## src/rtl/instruction_expander_if.sv

```systemverilog
// Fetch/memory-side bundle for instruction_expander: the fetch request, the
// completion status, and the micro-op command/handshake toward memory.
interface instruction_expander_if #(
    parameter int WIDTH = 32
) ();
    logic             start;
    logic [WIDTH-1:0] instruction_in;
    logic             ready;
    logic             busy;
    logic             illegal;
    logic [WIDTH-1:0] instruction_out;
    logic             start_for_memory;
    logic             ready_for_memory;

    modport master (
        output start, instruction_in, ready_for_memory,
        input  ready, busy, illegal, instruction_out, start_for_memory
    );

    modport slave (
        input  start, instruction_in, ready_for_memory,
        output ready, busy, illegal, instruction_out, start_for_memory
    );
endinterface

```

## src/rtl/instruction_expander.sv

```systemverilog
// Macro-instruction expander: decodes the top byte and streams 0..MAX_UOPS uops to memory.
// INSTRUCTION_EXPANDER_ILLEGAL_TRAP_EN: unknown opcodes trap (illegal) instead of passing through.
module instruction_expander #(
    parameter int               BYTE     = 8,
    parameter int               WIDTH    = 32,
    parameter int               MAX_UOPS = 8,
    parameter logic [BYTE-1:0]  OP_I2B   = 8'h91,
    parameter logic [BYTE-1:0]  OP_BLK   = 8'hA0,
    parameter logic [BYTE-1:0]  OP_MOV   = 8'h92,
    parameter logic [WIDTH-1:0] I2B_UOP  = 32'h920104E0
) (
    input  logic clk,
    input  logic reset,
    instruction_expander_if.slave bus
);
    localparam int CW = $clog2(MAX_UOPS + 1);

    typedef enum logic [1:0] {IDLE, DECODE, SEND, DONE} state_t;

    state_t           state, state_n;
    logic [WIDTH-1:0] instr_q, instr_n;
    logic [WIDTH-1:0] out_q, out_n;
    logic [CW-1:0]    index, index_n;
    logic [CW-1:0]    count, count_n;
    logic             sfm_q, sfm_n;
    logic             ready_q, ready_n;
    logic             busy_q, busy_n;
    logic             ill_q, ill_n;
    logic             illegal_q, illegal_n;

    logic [BYTE-1:0]  opcode;
    logic [CW-1:0]    dec_count;
    logic [WIDTH-1:0] dec_uop0;
    logic             dec_ill;

    assign opcode = instr_q[WIDTH-1 -: BYTE];

    // Address byte wraps on its own; the upper fields never see a carry.
    function automatic logic [WIDTH-1:0] blk_uop(input logic [CW-1:0] k);
        return {OP_MOV, instr_q[WIDTH-BYTE-1:2*BYTE],
                instr_q[2*BYTE-1:BYTE] + BYTE'(k), {BYTE{1'b0}}};
    endfunction

    always_comb begin
        dec_count = '0;
        dec_uop0  = '0;
        dec_ill   = 1'b0;
        if (opcode == OP_I2B) begin
            dec_count = CW'(1);
            dec_uop0  = I2B_UOP;
        end else if (opcode == OP_BLK) begin
            if (int'(instr_q[BYTE-1:0]) > MAX_UOPS)
                dec_count = CW'(MAX_UOPS);
            else
                dec_count = CW'(instr_q[BYTE-1:0]);
            dec_uop0 = blk_uop('0);
        end else begin
`ifdef INSTRUCTION_EXPANDER_ILLEGAL_TRAP_EN
            dec_ill = 1'b1;
`else
            dec_count = CW'(1);
            dec_uop0  = instr_q;
`endif
        end
    end

    always_comb begin
        state_n   = state;
        instr_n   = instr_q;
        out_n     = out_q;
        index_n   = index;
        count_n   = count;
        sfm_n     = sfm_q;
        busy_n    = busy_q;
        ill_n     = ill_q;
        ready_n   = 1'b0;
        illegal_n = 1'b0;
        case (state)
            IDLE: begin
                if (bus.start) begin
                    instr_n = bus.instruction_in;
                    index_n = '0;
                    busy_n  = 1'b1;
                    state_n = DECODE;
                end
            end
            DECODE: begin
                count_n = dec_count;
                ill_n   = dec_ill;
                if (dec_count != '0) begin
                    out_n   = dec_uop0;
                    sfm_n   = 1'b1;
                    state_n = SEND;
                end else begin
                    state_n = DONE;
                end
            end
            SEND: begin
                if (sfm_q && bus.ready_for_memory) begin
                    if (index == count - CW'(1)) begin
                        sfm_n   = 1'b0;
                        state_n = DONE;
                    end else begin
                        // Next uop is loaded on the same edge: no bubble between handshakes.
                        index_n = index + CW'(1);
                        out_n   = blk_uop(index + CW'(1));
                    end
                end
            end
            DONE: begin
                ready_n   = 1'b1;
                illegal_n = ill_q;
                busy_n    = 1'b0;
                state_n   = IDLE;
            end
            default: state_n = IDLE;
        endcase
    end

    always_ff @(posedge clk) begin
        if (reset) begin
            state     <= IDLE;
            instr_q   <= '0;
            out_q     <= '0;
            index     <= '0;
            count     <= '0;
            sfm_q     <= 1'b0;
            ready_q   <= 1'b0;
            busy_q    <= 1'b0;
            ill_q     <= 1'b0;
            illegal_q <= 1'b0;
        end else begin
            state     <= state_n;
            instr_q   <= instr_n;
            out_q     <= out_n;
            index     <= index_n;
            count     <= count_n;
            sfm_q     <= sfm_n;
            ready_q   <= ready_n;
            busy_q    <= busy_n;
            ill_q     <= ill_n;
            illegal_q <= illegal_n;
        end
    end

    assign bus.ready            = ready_q;
    assign bus.busy             = busy_q;
    assign bus.illegal          = illegal_q;
    assign bus.instruction_out  = out_q;
    assign bus.start_for_memory = sfm_q;
endmodule

```

## src/flat_wrapper.sv

```systemverilog
// flat-port wrapper written by rule: the top's interface ports become plain ports
module instruction_expander_flat 
#(
    parameter int               BYTE     = 8,
    parameter int               WIDTH    = 32,
    parameter int               MAX_UOPS = 8,
    parameter logic [BYTE-1:0]  OP_I2B   = 8'h91,
    parameter logic [BYTE-1:0]  OP_BLK   = 8'hA0,
    parameter logic [BYTE-1:0]  OP_MOV   = 8'h92,
    parameter logic [WIDTH-1:0] I2B_UOP  = 32'h920104E0
)
  (clk, reset, bus_start, bus_instruction_in, bus_ready_for_memory, bus_ready, bus_busy, bus_illegal, bus_instruction_out, bus_start_for_memory);
  instruction_expander_if #(.WIDTH(WIDTH)) bus_i ();
  input  logic clk;
  input  logic reset;
  input wire logic [$bits(bus_i.start)-1:0] bus_start;
  input wire logic [$bits(bus_i.instruction_in)-1:0] bus_instruction_in;
  input wire logic [$bits(bus_i.ready_for_memory)-1:0] bus_ready_for_memory;
  output wire logic [$bits(bus_i.ready)-1:0] bus_ready;
  output wire logic [$bits(bus_i.busy)-1:0] bus_busy;
  output wire logic [$bits(bus_i.illegal)-1:0] bus_illegal;
  output wire logic [$bits(bus_i.instruction_out)-1:0] bus_instruction_out;
  output wire logic [$bits(bus_i.start_for_memory)-1:0] bus_start_for_memory;
  assign bus_i.start = bus_start;
  assign bus_i.instruction_in = bus_instruction_in;
  assign bus_i.ready_for_memory = bus_ready_for_memory;
  assign bus_ready = bus_i.ready;
  assign bus_busy = bus_i.busy;
  assign bus_illegal = bus_i.illegal;
  assign bus_instruction_out = bus_i.instruction_out;
  assign bus_start_for_memory = bus_i.start_for_memory;
  instruction_expander #(.BYTE(BYTE), .WIDTH(WIDTH), .MAX_UOPS(MAX_UOPS), .OP_I2B(OP_I2B), .OP_BLK(OP_BLK), .OP_MOV(OP_MOV), .I2B_UOP(I2B_UOP)) u_core (.clk(clk), .reset(reset), .bus(bus_i));
endmodule
```

## config.mk

```make
export PLATFORM = sky130hd
export DESIGN_NAME = instruction_expander_flat
export DESIGN_NICKNAME = d
export VERILOG_FILES = /design/src/rtl/instruction_expander_if.sv /design/src/rtl/instruction_expander.sv /design/src/flat_wrapper.sv
export SDC_FILE = /design/constraint.sdc
export NUM_CORES = 1
export LEC_CHECK = 0
export ABC_AREA = 1
export CORE_ASPECT_RATIO = 1.2
export CORE_UTILIZATION = 40
export CTS_CLUSTER_SIZE = 24
export DETAILED_ROUTE_END_ITERATION = 6
export HOLD_SLACK_MARGIN = 0.06
export PLACE_DENSITY = 0.62
export REMOVE_ABC_BUFFERS = 1
export SYNTH_ARGS = -nofsm -noshare
export SYNTH_HDL_FRONTEND = slang
export SYNTH_SLANG_ARGS = --single-unit
```

## constraint.sdc

```tcl
create_clock -name clk -period 2.15 [get_ports clk]
set_clock_uncertainty 0.2 [all_clocks]
set_input_delay 0.215 -clock clk [delete_from_list [all_inputs] [get_ports clk]]
set_output_delay 0.215 -clock clk [all_outputs]
set_load 0.01 [all_outputs]
```

==> run summary <==
Crit path launch: u_core.index[0]
Final Net Count: 662
Die Wd: 88.7 um
Final Wtd Congestion: 0.805
Clock sinks: 77
First-pass GRT wire length: 14800 um
Critical-path maximum fanout: 4
Initial antenna violation count: 0
Antenna cell count: 0
Share of cells above drive strength 1: 13.1%
WHS Path Cells: 2
Die area: 9400 um2
Crit. End Element: flip-flop
Commonest non-fill, non-tap cell in the layout: nand2_1
Initial drt markers: 123
Crit path launch type: flip-flop
CORE AREA: 8660 um2
Post-route DRC: 0
Wire length on met3: 374 um
Root Driver: clkbuf_8
Total Power: 6.08 mW
Drt pass-1 iters: 4
WL final: 9090 um
CTS tree: built
Fmax: 0.493 GHz
Vias in the first global route: 3239
Power density over the cells: 1230 nW/um2
Post-synthesis sequential area ratio: 42.7%
Post-DR wirelength/cell: 12.3 um
Post-synthesis cell count: 525
Fin cells: 737
IO buf count: 70
CTS Buf Count: 9
Tot GR Track Use: 20.3%
Post-Place Cells: 713
Reg2reg start: u_core.index[0]
Fin. Hold Viols: 0
Setup TNS: 0 ns
Maximum vdd drop: 0.708 mV
Initial Util: 41.7%
CP required: 2.20 ns
Largest net degree at the start of global routing: 43
Crit path DAT: 2.08 ns
Clock Path Buffers: 2
Yosys Warn Count: 0
Setup CP Type: reg2reg
Vias per cell: 4.74
Routed vias: 3495
Worst skew pair latency: 0.34 ns
Area grow syn2layout: 37.1%
FP Rows: 37
Post-DRT Antenna Nets: 0
Most frequent cells in the layout: nand2_1, nor2_1, dfxtp_1
Netlist cell types: 33
IO Pins: 72
Post-Synthesis Mean Instance Area: 6.87 um2
Outcome: finished, final reports clean
Filler cells: 857
Synthesis-stage register bit count: 77
Synthesized cell area: 3610 um2
Unrepaired setup endpoints after global routing: true
Final period utilization: 94.4%
Routed met2 length: 4430 um
Setup Viol. Count Final: 0
Max-capacitance violation count: 0
Fin crit period: 2.03 ns
LEAKAGE: 2.17 nW
Clock-pin transition on the worst setup and hold timing paths: 0.08 ns
Min-delay src: u_core.instr_q[26]
Highest routed layer: met4
HP Class: reg2reg
Fin. max-slew vios: 0
Overflow after GRT: 0
Met1 wire length: 4160 um
DP HPWL: 5810 um
Reg2Reg Depth: 14
H-tree levels: 3
Height of the die: 106 um
[sequential cells by signal, indices dropped and copies added, names as in the netlist]
register	count
u_core.state	2
u_core.bus.busy	1
u_core.count	4
u_core.bus.ready	1
u_core.bus.instruction_out	32
u_core.instr_q	32
u_core.bus.start_for_memory	1
u_core.index	4
[Yosys cell counts, drive strengths merged]
library cell	instances	share of area, %
nand2	135	14
nor2	132	15
dfxtp	77	43
o21ai	41	5.7
inv	37	3.9
a21oi	23	3.2
nand3	18	2.6
clkbuf	15	1.6
ha	10	3.5
buf	8	2.0
o21bai	5	1.0
xor2	5	1.2
a31oi	4	0.69
nor3	3	0.42
a211oi	2	0.42
or2	2	0.35
xnor2	2	0.49
clkinv	1	0.10
conb	1	0.10
fa	1	0.55
nand3b	1	0.21
nand4	1	0.17
o22ai	1	0.17
[final timing paths]
| path | to | slack [ns] |
|---|---|---|
| setup / recovery | u_core.bus.instruction_out[15] | 0.12 |
| hold / removal | u_core.instr_q[26] | 0.27 |
| setup reg to reg | u_core.bus.instruction_out[15] | 0.12 |
| hold reg to reg | u_core.instr_q[26] | 0.27 |
[per-layer routing]
layer / vias up / global-route usage [%]
li1: 1823 / -
met5: - / 0
met4: 0 / 7.72
met3: 11 / 2.17
met2: 62 / 34.5
met1: 1599 / 26.1
[kinds of logic (layout without fill, tap and decap cells)]
kind of cell / after synthesis / count (layout) / share of synthesized area [%]
and+or+nand+nor: 292 / 295 / 32.7
DFF: 77 / 77 / 42.7
AOI/OAI and AO/OA: 76 / 76 / 11.2
buffers and inverters: 61 / 153 / 7.53
adders and majority gates: 11 / 11 / 4.02
xor gates and xnor gates: 7 / 7 / 1.70
other: 1 / 1 / 0.104
[layout make-up]
class                      instances  area, um2  share of cell area [%]
tap                              117        146                    2.96
timing repair buffer              99        960                    19.4
clock buffer                      13        159                    3.21
sequential                        77       1550                    31.3
clock inverter                     3       43.8                   0.885
inverter                          38        143                    2.88
multi-input combinational        390       1950                    39.4
[power breakdown]
| part | switching, mW | internal [mW] | total (mW) |
|---|---|---|---|
| Sequential | 0.244 | 1.82 | 2.07 |
| Clock | 0.525 | 0.602 | 1.13 |
| Combinational | 1.60 | 1.28 | 2.88 |
[worst max-delay path, cell delays in order (launching register included)]
cell	delay, ns
dfxtp_4	0.37
ha_4	0.17
xor2_4	0.16
ha_4	0.29
nand3_1	0.08
nand2_2	0.09
nand2_2	0.06
nand2_2	0.08
nand2_2	0.07
nor2_1	0.10
nand2_1	0.05
nand2_1	0.06
nand2_1	0.05
nand2_1	0.06
nor2_1	0.04
[what timing repair did]
action	4_1_cts	5_1_grt
pin swaps	2	14
resized for setup	2	27
hold buffers	0	0
setup buffers	2	3
endpoints found under the setup margin	27	32
cloned	3	0
[per-stage QoR]
| stage | utilization, % | instance area, um2 | setup WS (ns) | hold WS [ns] |
|---|---|---|---|---|
| 6_report | 57.1 | 4950 | 0.120 | 0.269 |
| 5_1_grt | 57.1 | 4950 | -0.0347 | 0.295 |
| 4_1_cts | 55.3 | 4780 | 0.00332 | 0.268 |
| 3_5_place_dp | 52.2 | 4520 | -0.156 | 0.257 |
| 3_3_place_gp | 52.2 | 4520 | -0.0723 | 0.249 |
| 2_1_floorplan | - | 3480 | -0.0910 | 0.0841 |
Power figures use the tool's default switching activity.
